File: src/rtl/mem_arbiter_pkg.sv
// Shared definitions for the two-port memory arbiter: FSM states, port ids
// and the default abort limit.
package mem_arbiter_pkg;

    typedef enum logic [1:0] {
        ST_IDLE  = 2'd0,
        ST_ISSUE = 2'd1,
        ST_WAIT  = 2'd2,
        ST_DONE  = 2'd3
    } arb_state_t;

    localparam logic PORT_F = 1'b0;
    localparam logic PORT_D = 1'b1;

    localparam int DEFAULT_TIMEOUT = 255;

endpackage

File: src/rtl/mem_timeout.sv
// Transaction watchdog: counts enabled cycles since the last clear and flags
// the cycle in which the TIMEOUT-th enabled cycle is reached.
module mem_timeout
    import mem_arbiter_pkg::*;
#(
    parameter int TIMEOUT = DEFAULT_TIMEOUT
) (
    input  logic clk,
    input  logic rst,
    input  logic clear,
    input  logic enable,
    output logic expired
);

    localparam int CNT_W = (TIMEOUT > 1) ? $clog2(TIMEOUT) : 1;
    localparam logic [CNT_W-1:0] LIMIT = CNT_W'(TIMEOUT - 1);

    logic [CNT_W-1:0] count;

    // The count saturates at LIMIT so a lingering enable cannot wrap it.
    assign expired = enable && (TIMEOUT != 0) && (count == LIMIT);

    always_ff @(posedge clk) begin
        if (rst || clear) begin
            count <= '0;
        end else if (enable && !expired) begin
            count <= count + 1'b1;
        end
    end

endmodule

File: src/rtl/mem_arbiter.sv
// Round-robin arbiter sharing one memory command port between an instruction
// fetch port and a data port, with an optional per-transaction abort timeout.
module mem_arbiter
    import mem_arbiter_pkg::*;
#(
    parameter int ADDR_W  = 16,
    parameter int DATA_W  = 16,
    parameter int TIMEOUT = DEFAULT_TIMEOUT
) (
    input  logic              clk,
    input  logic              rst,
    input  logic              f_req,
    input  logic [ADDR_W-1:0] f_addr,
    output logic              f_done,
    output logic [DATA_W-1:0] f_rdata,
    output logic              f_err,
    input  logic              d_req,
    input  logic              d_we,
    input  logic [ADDR_W-1:0] d_addr,
    input  logic [DATA_W-1:0] d_wdata,
    output logic              d_done,
    output logic [DATA_W-1:0] d_rdata,
    output logic              d_err,
    output logic              m_read,
    output logic              m_write,
    output logic              m_instr,
    output logic [ADDR_W-1:0] m_addr,
    output logic [DATA_W-1:0] m_wdata,
    input  logic              m_busy,
    input  logic              m_cack,
    input  logic              m_ready,
    input  logic [DATA_W-1:0] m_rdata
);

    arb_state_t        state;
    logic              grant;
    logic              last_grant;
    logic              start;
    logic              pick;
    logic              tmo_expired;
    logic              go_done;
    logic              go_err;
    logic [DATA_W-1:0] go_data;

    assign start = !m_busy && (f_req || d_req);

    mem_timeout #(.TIMEOUT(TIMEOUT)) u_timeout (
        .clk     (clk),
        .rst     (rst),
        .clear   (state == ST_IDLE),
        .enable  ((state == ST_ISSUE) || (state == ST_WAIT)),
        .expired (tmo_expired)
    );

    // On a tie the port that did not win last time takes the bus.
    always_comb begin
        pick = PORT_F;
        if (f_req && d_req) begin
            pick = ~last_grant;
        end else if (d_req) begin
            pick = PORT_D;
        end
    end

    // A genuine completion beats an abort landing in the same cycle.
    always_comb begin
        go_done = 1'b0;
        go_err  = 1'b0;
        go_data = '0;
        case (state)
            ST_ISSUE: begin
                if (m_cack && m_ready) begin
                    go_done = 1'b1;
                    go_data = m_rdata;
                end else if (tmo_expired) begin
                    go_done = 1'b1;
                    go_err  = 1'b1;
                end
            end
            ST_WAIT: begin
                if (m_ready) begin
                    go_done = 1'b1;
                    go_data = m_rdata;
                end else if (tmo_expired) begin
                    go_done = 1'b1;
                    go_err  = 1'b1;
                end
            end
            default: ;
        endcase
    end

    always_ff @(posedge clk) begin
        if (rst) begin
            state      <= ST_IDLE;
            grant      <= PORT_F;
            last_grant <= PORT_F;
            m_read     <= 1'b0;
            m_write    <= 1'b0;
            m_instr    <= 1'b0;
            m_addr     <= '0;
            m_wdata    <= '0;
            f_done     <= 1'b0;
            f_err      <= 1'b0;
            f_rdata    <= '0;
            d_done     <= 1'b0;
            d_err      <= 1'b0;
            d_rdata    <= '0;
        end else begin
            f_done  <= go_done && (grant == PORT_F);
            f_err   <= go_err  && (grant == PORT_F);
            f_rdata <= (go_done && (grant == PORT_F)) ? go_data : '0;
            d_done  <= go_done && (grant == PORT_D);
            d_err   <= go_err  && (grant == PORT_D);
            d_rdata <= (go_done && (grant == PORT_D)) ? go_data : '0;

            case (state)
                ST_IDLE: begin
                    if (start) begin
                        grant   <= pick;
                        m_addr  <= (pick == PORT_D) ? d_addr : f_addr;
                        m_wdata <= (pick == PORT_D && d_we) ? d_wdata : '0;
                        m_read  <= (pick == PORT_F) || !d_we;
                        m_write <= (pick == PORT_D) && d_we;
                        m_instr <= (pick == PORT_F);
                        state   <= ST_ISSUE;
                    end
                end
                ST_ISSUE: begin
                    if (go_done || m_cack) begin
                        m_read  <= 1'b0;
                        m_write <= 1'b0;
                        state   <= go_done ? ST_DONE : ST_WAIT;
                    end
                end
                ST_WAIT: begin
                    if (go_done) begin
                        state <= ST_DONE;
                    end
                end
                ST_DONE: begin
                    last_grant <= grant;
                    m_instr    <= 1'b0;
                    state      <= ST_IDLE;
                end
                default: state <= ST_IDLE;
            endcase
        end
    end

endmodule

File: config.mk
export PLATFORM = sky130hd
export DESIGN_NAME = mem_arbiter
export DESIGN_NICKNAME = d
export VERILOG_FILES = /design/src/rtl/mem_arbiter_pkg.sv /design/src/rtl/mem_timeout.sv /design/src/rtl/mem_arbiter.sv
export SDC_FILE = /design/constraint.sdc
export NUM_CORES = 1
export LEC_CHECK = 0
export ABC_AREA = 1
export CORE_MARGIN = 4
export CORE_UTILIZATION = 45
export CTS_CLUSTER_DIAMETER = 150
export DETAILED_ROUTE_END_ITERATION = 10
export DONT_BUFFER_PORTS = 1
export HOLD_SLACK_MARGIN = 0.02
export PLACE_DENSITY = 0.65
export SLEW_MARGIN = 20
export SYNTH_ARGS = -nofsm -noshare
export SYNTH_HDL_FRONTEND = slang
export SYNTH_SLANG_ARGS = --single-unit
File: constraint.sdc
create_clock -name clk -period 2.4 [get_ports clk]
set_input_delay 0.48 -clock clk [delete_from_list [all_inputs] [get_ports clk]]
set_output_delay 0.48 -clock clk [all_outputs]
set_load 0.02 [all_outputs]
==> out/qor.yml, run 1 <==
floorplanning:
  io_pins: 143
  fp.dieArea_mm2: 0.00866
  initial_core_util_pct: 47.1
  placementRows: 30
  fp.dieH_um: 93.0
  die_w_um: 93.0
  design.core.area_mm2: 0.00691
synthesis:
  synth_common_cells: "dfxtp_1, nand2_1, a21oi_1"
  async_flop_share_pct: 0
  ys_seq_area_share_pct: 51.1
  syn_inst: 385
  synth_top_area_share_pct: 51.1
  netlist_top_cells_area: "dfxtp_1, a21oi_1, nand2_1"
  syn_nets: 463
  synth.most_common_cell: "dfxtp_1"
  synth_warnings: 0
  avgSynthCellArea_um2: 8.45
  ys_ff_latch: 83
  netlist_area_mm2: 0.00325
  synthFlopType: "dfxtp_1"
  yosys.area.top_type: "dfxtp_1"
  synth-edff-count: 0
  synthDistinctLibCells: 29
sta:
  rsz0062_at_grt: "false"
  relSlewSlack_pct: 55.8
  skew_ns: 0.00888
  finalHoldViolations: 0
  period_minus_slack_ns: 1.84
  maxSlewViolCount: 0
  finalSetupViolations: 0
  tightest_slew_ns: 0.663
  finalCritPeriodShare_pct: 76.8
  tns_ns: 0
  fmax_mhz: 543
power_and_ir_drop:
  intPower_mw: 2.25
  p_per_area_mw_per_mm2: 970
  clkPwrFrac_pct: 28.4
  comb_power_share_pct: 21.1
  netSwitchingFraction_pct: 34.5
  p_sw_mw: 1.18
  p_seq_share_pct: 50.4
  leakage_nw: 1.33
  peakVddDrop_mv: 0.377
drt:
  drt_wl_total_um: 7450
  met3WireLength_um: 619
  wl_met2_um: 3550
  drc: 0
  wirelength_met1_um: 3210
  top_layer: "met4"
  wire_per_inst_um: 15.4
  vias: 2503
  drtIter0Drc: 100
  ant_nets: 0
  vias_per_cell: 5.17
  firstDrtPassIters: 6
cts:
  clkLatencyLatePin_ns: 0.34
  post_cts_buffers: 0
  path_clk_slew_ns: 0.08
  htreeDepth: 3
  cts_num_sinks: 83
  cts_inserted_buffers: 9
  cts_tree: "done"
  cts-root-buf: "clkbuf_8"
  clk_path_buf_depth: 2
  cts_resized: 0
  cts_hold_buf: 0
setup_path:
  required_ns: 2.64
  arrival_ns: 2.09
  crit_path_max_fanout: 18
  rr_worst_depth: 6
  startpoint_type: "register"
  critPathSlowestCell: "nor2_2"
  worstSetupPathType: "register to register"
  crit_path_end_kind: "register"
  max_stage_delay_ns: 0.54
  crit_chain: "inv_1, ha_1, inv_2, nor2_2, o21ai_0, a211oi_1"
  regToRegSetupSlack_ns: 0.56
cells_and_area:
  drive_gt1_share_pct: 14.7
  num_antenna_cells: 0
  layoutNonFillerInstCount: 484
  nets: 461
  syn2layout_area_growth_pct: 8.69
placed_design:
  place.gp.congestion: 0.736
  dpl.hpwl_um: 5330
  dp_cells: 467
  io_buffers: 0
grt:
  grt_max_degree: 33
  grt_pass1_wl_um: 11600
  track_usage_pct: 16.8
  grt_pass1_vias: 2365
  globalRouteOverflowTotal: 0
  grt_antenna_before_repair: 0
worst_hold_path:
  hp-class: "input port to register"
  holdPathStages: 1
status:
  status: "finished, final reports clean"
job:
  cap_violations: 0
-- routing by layer --
metal  global-route usage, %  vias up
met5                       0        -
met4                    5.13        0
met3                    6.28        9
met2                    27.2      106
met1                    20.8     1141
li1                        -     1247
-- worst paths after layout --
check / startpoint / endpoint
hold reg to reg: u_timeout.count[3] / u_timeout.count[3]
setup / recovery: state[0] / m_instr
setup reg to reg: state[0] / m_instr
hold / removal: rst / m_write
-- power by group through the flow --
stage	Sequential [mW]	Clock [mW]	Combinational, mW
after floorplan	1.73	0	0.579
after global placement	1.76	0	0.685
after detailed placement	1.76	0	0.705
after CTS	1.73	1.01	0.711
after global routing	1.75	1.06	0.834
final	1.73	0.975	0.725
-- layout make-up --
type / instances / area, um2
fill: 670 / 3370
sequential: 83 / 1660
multi-input combinational: 244 / 1360
inverter: 42 / 158
clock buffer: 12 / 145
tap: 96 / 120
clock inverter: 4 / 50.0
timing repair buffer: 3 / 42.5
-- cells in the final DEF, fill, tap and decap left out --
cell type | Yosys | final
bufinv_16 | 0 | 1
clkbuf_1 | 5 | 2
nor2_1 | 17 | 17
nor2_2 | 3 | 3
nand3b_1 | 1 | 1
nand2_2 | 5 | 5
o21bai_1 | 3 | 3
buf_16 | 0 | 1
a21oi_1 | 57 | 57
clkinvlp_4 | 0 | 2
o211ai_1 | 1 | 1
nand3_2 | 1 | 1
inv_1 | 37 | 37
nand2_1 | 76 | 76
o21ai_0 | 23 | 23
clkinv_2 | 0 | 1
a211oi_1 | 1 | 1
dfxtp_1 | 83 | 83
clkbuf_8 | 0 | 10
nand2_4 | 1 | 1
ha_1 | 6 | 6
nand3_1 | 5 | 5
nand4_1 | 1 | 1
o21bai_2 | 1 | 1
o2111ai_4 | 0 | 1
inv_2 | 5 | 5
nor3_2 | 18 | 18
or2_1 | 1 | 1
nor2_4 | 2 | 2
nand3_4 | 3 | 3
nor3_1 | 16 | 16
buf_4 | 0 | 2
xor2_1 | 1 | 1
-- registers in the layout (all words and copies together) (netlist names) --
signal           cells
f_err                1
u_timeout.count      8
last_grant           1
m_read               1
d_rdata             16
m_wdata             16
f_done               1
f_rdata             16
d_err                1
d_done               1
state                2
m_addr              16
m_write              1
grant                1
m_instr              1
-- worst max-delay path: cells and delay by family (launching register included) --
family          cells  cell delay, ns
simple gates        1            0.54
compound gates      2            0.38
flops               1            0.34
fa+ha+maj           1            0.29
buf+inv             2            0.20
-- cell families (layout without fill, tap and decap cells) --
| logic type | count (synthesis) | after routing | share of synthesized area [%] |
|---|---|---|---|
| AND/OR/NAND/NOR | 150 | 150 | 24.6 |
| buffers and inverters | 58 | 61 | 7.69 |
| AO/OA/AOI/OAI | 87 | 87 | 14.1 |
| adder cells (fa/ha/maj) | 6 | 6 | 2.31 |
| flip-flops | 83 | 83 | 51.1 |
| XOR/XNOR | 1 | 1 | 0.269 |
-- stage by stage --
step	util (%)	setup slack [ns]	hold slack, ns	area [um2]	total power, mW
6_report	51.2	0.557	0.206	3540	3.43
5_1_grt	51.2	0.363	0.177	3540	3.64
4_1_cts	50.8	0.373	0.179	3510	3.45
3_5_place_dp	48.0	0.398	0.485	3310	2.47
3_3_place_gp	48.0	0.517	0.476	3310	2.45
2_1_floorplan	-	0.860	0.458	3250	2.31
Power figures use the tool's default switching activity.
==> run 2, diff against run 1 <==
==> constraint.sdc (replaced) <==
create_clock -name clk -period 1.85 [get_ports clk]
set_input_delay 0.37 -clock clk [delete_from_list [all_inputs] [get_ports clk]]
set_output_delay 0.37 -clock clk [all_outputs]
set_load 0.02 [all_outputs]
==> run 2 against run 1 <==
Power is 30% higher. Die area stayed put. Register-to-register slack got worse by 0.48 ns. Combinational power increased by 48%. Critical endpoint is now d_rdata[15].
==> out/qor.yml, run 2 (synthesis gave the netlist of run 1 again) <==
drt:
  firstDrtPassIters: 4  # -2
  drt_wl_total_um: 7700  # +3.4%
  drc: 0  # unchanged
  wire_per_inst_um: 15.7  # +2.4%
  vias: 2520  # +0.68%
  ant_nets: 0  # unchanged
  drtIter0Drc: 82  # -18%
  vias_per_cell: 5.15  # -0.35%
floorplanning:
  fp.dieH_um: 93.0  # unchanged
  io_pins: 143  # unchanged
  initial_core_util_pct: 47.1  # unchanged
  fp.dieArea_mm2: 0.00866  # unchanged
  die_w_um: 93.0  # unchanged
  placementRows: 30  # unchanged
  design.core.area_mm2: 0.00691  # unchanged
grt:
  grt_antenna_before_repair: 0  # unchanged
  track_usage_pct: 17.3  # +0.51 points
  globalRouteOverflowTotal: 0  # unchanged
  grt_pass1_wl_um: 11900  # +2.6%
  grt_pass1_vias: 2452  # +3.7%
  grt_max_degree: 21  # -36%
placed_design:
  io_buffers: 0  # unchanged
  dpl.hpwl_um: 5340  # +0.15%
  place.gp.congestion: 0.765  # +4.0%
worst_hold_path:
  hp-class: "input port to register"
  holdPathStages: 1  # unchanged
  hold_end: "m_wdata[0]"
  holdCritStartpoint: "rst"
sta:
  skew_ns: 0.0108  # +0.00195 ns
  tns_ns: 0  # unchanged
  maxSlewViolCount: 0  # unchanged
  period_minus_slack_ns: 1.77  # -0.0685 ns
  finalSetupViolations: 0  # unchanged
  finalHoldViolations: 0  # unchanged
  fin_hold_ws_ns: 0.0799  # -0.126 ns
  finalCritPeriodShare_pct: 95.9  # +19 points
  tightest_slew_ns: 0.711  # +0.0483 ns
  fmax_mhz: 564  # +3.9%
  relSlewSlack_pct: 52.6  # -3.2 points
  rsz0062_at_grt: "false"
setup_path:
  crit_path_end_kind: "register"
  r2r-end: "d_rdata[15]"
  critPathSlowestCell: "dfxtp_2"
  regToRegSetupSlack_ns: 0.08  # -0.48 ns
  worstSetupPathType: "register to register"
  arrival_ns: 2.05  # -0.04 ns
  crit_chain: "inv_1, ha_4, or2_4, nand3_2, nand2_4, nand3_4, buf_12, nor3_1"
  reg2reg_from: "state[0]"
  crit_path_max_fanout: 11  # -7
  max_stage_delay_ns: 0.35  # -0.19 ns
  rr_worst_depth: 8  # +2
  crit_family: "simple AND/OR/NAND/NOR gates"
  required_ns: 2.12  # -0.52 ns
  worst-path-buf-inv: 2  # unchanged
  startpoint_type: "register"
cells_and_area:
  layout_commonest_cell: "dfxtp_1"
  most-common-layout-cells: "dfxtp_1, nand2_1, a21oi_1, inv_1, o21ai_0"
  drive_gt1_share_pct: 17.6  # +2.9 points
  fin_util_pct: 52.1  # +0.87 points
  num_antenna_cells: 0  # unchanged
  nets: 466  # +1.1%
  syn2layout_area_growth_pct: 10.5
cts:
  cts_hold_buf: 0  # unchanged
  path_clk_slew_ns: 0.09  # about the same
  clkLatencyLatePin_ns: 0.35  # about the same
  htreeDepth: 3  # unchanged
  cts-root-buf: "clkbuf_8"
  clk_path_buf_depth: 2  # unchanged
  cts_num_sinks: 83  # unchanged
  cts_inserted_buffers: 9  # unchanged
  cts_tree: "done"
job:
  cap_violations: 0  # unchanged
power_and_ir_drop:
  leakage_nw: 1.33  # +0.29%
  peakVddDrop_mv: 0.508  # +35%
  p_total_mw: 4.45  # +30%
  p_per_area_mw_per_mm2: 1240  # +28%
status:
  status: "finished, final reports clean"
run 2: cell types whose count changed in the layout (fill, tap and decap cells not counted), moves of 2 or more:
cell      before  now
buf_4          2    5
ha_1           6    3
clkinv_4       0    2
ha_4           0    2
run 2: worst max-delay path by stage:
stage,endpoint,start,slack (ns),depth (start not counted)
finish,d_rdata[15],state[0],0.08,8
CTS,f_rdata[9],state[0],0.02,6
detailed placement,f_rdata[9],state[0],-0.13,4
floorplan,d_rdata[12],state[0],0.31,6
global placement,d_rdata[0],state[0],-0.04,4
global route,state[0],state[1],0.01,8
run 2: worst reg2reg max path, cell delays in order, from the launching register on:
cell and delay (ns):
dfxtp_2 0.35, inv_1 0.22, ha_4 0.25, or2_4 0.19, nand3_2 0.11, nand2_4 0.14, nand3_4 0.13, buf_12 0.20
nor3_1 0.12
run 2: area by class of cell:
class                           instances  area (um2)
Clock buffer                           10         128
Clock inverter                          6        42.5
Fill cell                             687        3310
Inverter                               42         158
Multi-Input combinational cell        246        1430
Sequential cell                        83        1660
Tap cell                               96         120
Timing Repair Buffer                    6        57.6
run 2: routing by layer:
layer | vias to the layer above | track usage (%) | wire [um]
met4 | 0 | 7.20 | 103
met3 | 9 | 5.95 | 647
met2 | 108 | 27.7 | 3570
met5 | - | 0 | 0
met1 | 1139 | 21.2 | 3380
li1 | 1264 | - | -
run 2: timing repair:
action,in CTS,in global routing
gates cloned,1,1
pin swaps,1,0
setup buffers,0,1
setup endpoints to repair,32,36
gates resized for setup,4,5
run 2: metrics by stage:
stage                     worst slack, ns  instance area [um2]  std cells
after floorplan                     0.310                 3250        385
after detailed placement           -0.125                 3340        470
after global routing               0.0134                 3600        489
after global placement            -0.0353                 3340        470
after CTS                          0.0178                 3540        487
final                              0.0757                 3600        489
run 2: report_power, final:
part           switching, mW  leakage [nW]  internal, mW
logic                  0.705         0.576         0.364
registers              0.292         0.674          1.96
clock network          0.647        0.0822         0.487
==> run 3, diff against run 2 <==
--- a/config.mk
+++ b/config.mk
@@ -12,8 +12,7 @@
 export DETAILED_ROUTE_END_ITERATION = 10
 export DONT_BUFFER_PORTS = 1
 export HOLD_SLACK_MARGIN = 0.02
-export PLACE_DENSITY = 0.65
-export SLEW_MARGIN = 20
+export PLACE_DENSITY = 0.62
 export SYNTH_ARGS = -nofsm -noshare
 export SYNTH_HDL_FRONTEND = slang
 export SYNTH_SLANG_ARGS = --single-unit
==> run 3 against run 2 <==
Sequential cell count unchanged. Fmax increased by 0.40%. Via count up 1.6%. Critical path depth is 1 higher. Wire length increased by 0.29%. Global-route usage shrank 0.074 points.
==> out/qor.yml, run 3 (synthesis gave the netlist of run 1 again) <==
cells_and_area:
  syn2layout_area_growth_pct: 13.1
  regArea_mm2: 0.00167  # +0.15%
  nets: 473  # +1.5%
  most-common-layout-cells: "dfxtp_1, nand2_1, a21oi_1, inv_1, o21ai_0"
  fillerInstances: 697  # +1.5%
  num_antenna_cells: 0  # unchanged
  final_area_mm2: 0.00368  # +2.4%
  drive_gt1_share_pct: 19.0  # +1.5 points
  layout_commonest_cell: "dfxtp_1"
  multi_input_area_mm2: 0.00143  # -0.17%
worst_hold_path:
  hp-class: "input port to register"
  holdPathStages: 1  # unchanged
  hold_end: "m_wdata[15]"
  holdCritStartpoint: "rst"
drt:
  firstDrtPassIters: 5  # +1
  wirelength_met1_um: 3370  # -0.38%
  met3WireLength_um: 646  # -0.15%
  wire_per_inst_um: 15.6  # -0.93%
  drt_wl_total_um: 7720  # +0.29%
  drc: 0  # unchanged
  vias_per_cell: 5.17  # +0.36%
  ant_nets: 0  # unchanged
  wl_met2_um: 3580  # +0.31%
  drtIter0Drc: 61  # -26%
  vias: 2560  # +1.6%
  top_layer: "met4"
sta:
  skew_ns: 0.0107  # -0.000151 ns
  fin_ws_ns: 0.0827  # +0.00706 ns
  tightest_slew_ns: 0.717  # +0.00650 ns
  relSlewSlack_pct: 52.2  # -0.43 points
  finalCritPeriodShare_pct: 95.5  # -0.38 points
  maxSlewViolCount: 0  # unchanged
  tns_ns: 0  # unchanged
  finalHoldViolations: 0  # unchanged
  period_minus_slack_ns: 1.77  # -0.00706 ns
  finalSetupViolations: 0  # unchanged
  fmax_mhz: 566  # +0.40%
setup_path:
  rr_worst_depth: 9  # +1
  crit_path_end_kind: "register"
  reg2reg_from: "state[1]"
  crit_path_max_fanout: 5  # -6
  worstSetupPathType: "register to register"
  required_ns: 2.10  # -0.02 ns
  r2r-end: "state[0]"
  regToRegSetupSlack_ns: 0.08  # about the same
  arrival_ns: 2.01  # -0.04 ns
  startpoint_type: "register"
power_and_ir_drop:
  p_per_area_mw_per_mm2: 1300  # +4.9%
  leakage_nw: 1.38  # +4.0%
  peakVddDrop_mv: 0.619  # +22%
  p_total_mw: 4.78  # +7.4%
grt:
  grt_pass1_vias: 2375  # -3.1%
  grt_pass1_wl_um: 11700  # -1.7%
  grt_antenna_before_repair: 0  # unchanged
  track_usage_pct: 17.2  # -0.074 points
  grt_max_degree: 24  # +14%
  globalRouteOverflowTotal: 0  # unchanged
cts:
  clk_path_buf_depth: 2  # unchanged
  htreeDepth: 3  # unchanged
  cts_tree: "done"
  cts_num_sinks: 83  # unchanged
  clkLatencyLatePin_ns: 0.35  # about the same
  cts_hold_buf: 0  # unchanged
  cts-root-buf: "clkbuf_8"
  path_clk_slew_ns: 0.09  # about the same
  cts_inserted_buffers: 9  # unchanged
placed_design:
  dpl.hpwl_um: 5240  # -1.7%
  dp_slack_ns: -0.149  # -0.0238 ns
  io_buffers: 0  # unchanged
  dpl_cell_area_mm2: 0.00337  # +0.90%
  place.gp.congestion: 0.792  # +3.5%
floorplanning:
  placementRows: 30  # unchanged
  io_pins: 143  # unchanged
  initial_core_util_pct: 47.1  # unchanged
  fp.dieArea_mm2: 0.00866  # unchanged
  fp.dieH_um: 93.0  # unchanged
  die_w_um: 93.0  # unchanged
  design.core.area_mm2: 0.00691  # unchanged
job:
  cap_violations: 0  # unchanged
status:
  status: "finished, final reports clean"
==> run 3: cell count changes in the layout (fill, tap and decap cells not counted), sizes merged <==
cell | before | now
buf | 6 | 13
bufinv | 0 | 2
clkbuf | 10 | 9
clkinvlp | 2 | 0
==> run 3: area by class of cell <==
cell class,count,share of cell area (%)
repair buffers,13,2.65
flip-flops and latches,83,45.2
multi-input cells,246,38.7
well taps,96,3.26
clock buffers,9,3.36
inverters,42,4.28
clock inverters,6,2.48
==> run 3: timing repair <==
action | in CTS | in global routing
setup endpoints to repair | 32 | 37
setup buffers | 0 | 4
cloned | 1 | 1
pin swaps | 1 | 1
resized for setup | 4 | 6
==> run 3: report_power, final <==
part / switching [mW] / internal, mW / leakage [nW]
Combinational: 0.728 / 0.412 / 0.602
Sequential: 0.288 / 1.96 / 0.674
Clock: 0.635 / 0.757 / 0.109
Total: 1.65 / 3.13 / 1.38
==> run 3: layer usage <==
metal  up-vias  GRT usage, %
met3        13          5.07
li1       1278             -
met4         0          8.06
met2       110          27.2
met5         -             0
met1      1159          21.6
==> run 3: worst max-delay path by stage <==
stage / endpoint / start / cells past startpoint
2_1_floorplan: d_rdata[12] / state[0] / 6
3_3_place_gp: d_rdata[2] / state[0] / 4
3_5_place_dp: d_rdata[0] / state[0] / 4
4_1_cts: d_rdata[0] / state[0] / 6
5_1_grt: state[0] / state[1] / 10
6_report: state[0] / state[1] / 9
==> run 3: per-stage QoR <==
step | util (%) | instances | hold slack, ns
floorplan | - | 385 | 0.458
global placement | 48.8 | 474 | 0.444
detailed placement | 48.8 | 474 | 0.446
CTS | 52.4 | 490 | 0.0672
global route | 53.3 | 495 | 0.0569
finish | 53.3 | 495 | 0.0789
==> run 3: worst max-delay path, cell delays in order, from the launching register on <==
cell and delay (ns):
dfxtp_4 0.38, inv_1 0.08, ha_2 0.24, buf_4 0.16, inv_1 0.10, nor2_1 0.08
o211ai_1 0.34, nand2_1 0.12, nor2_1 0.12, nor2_1 0.05
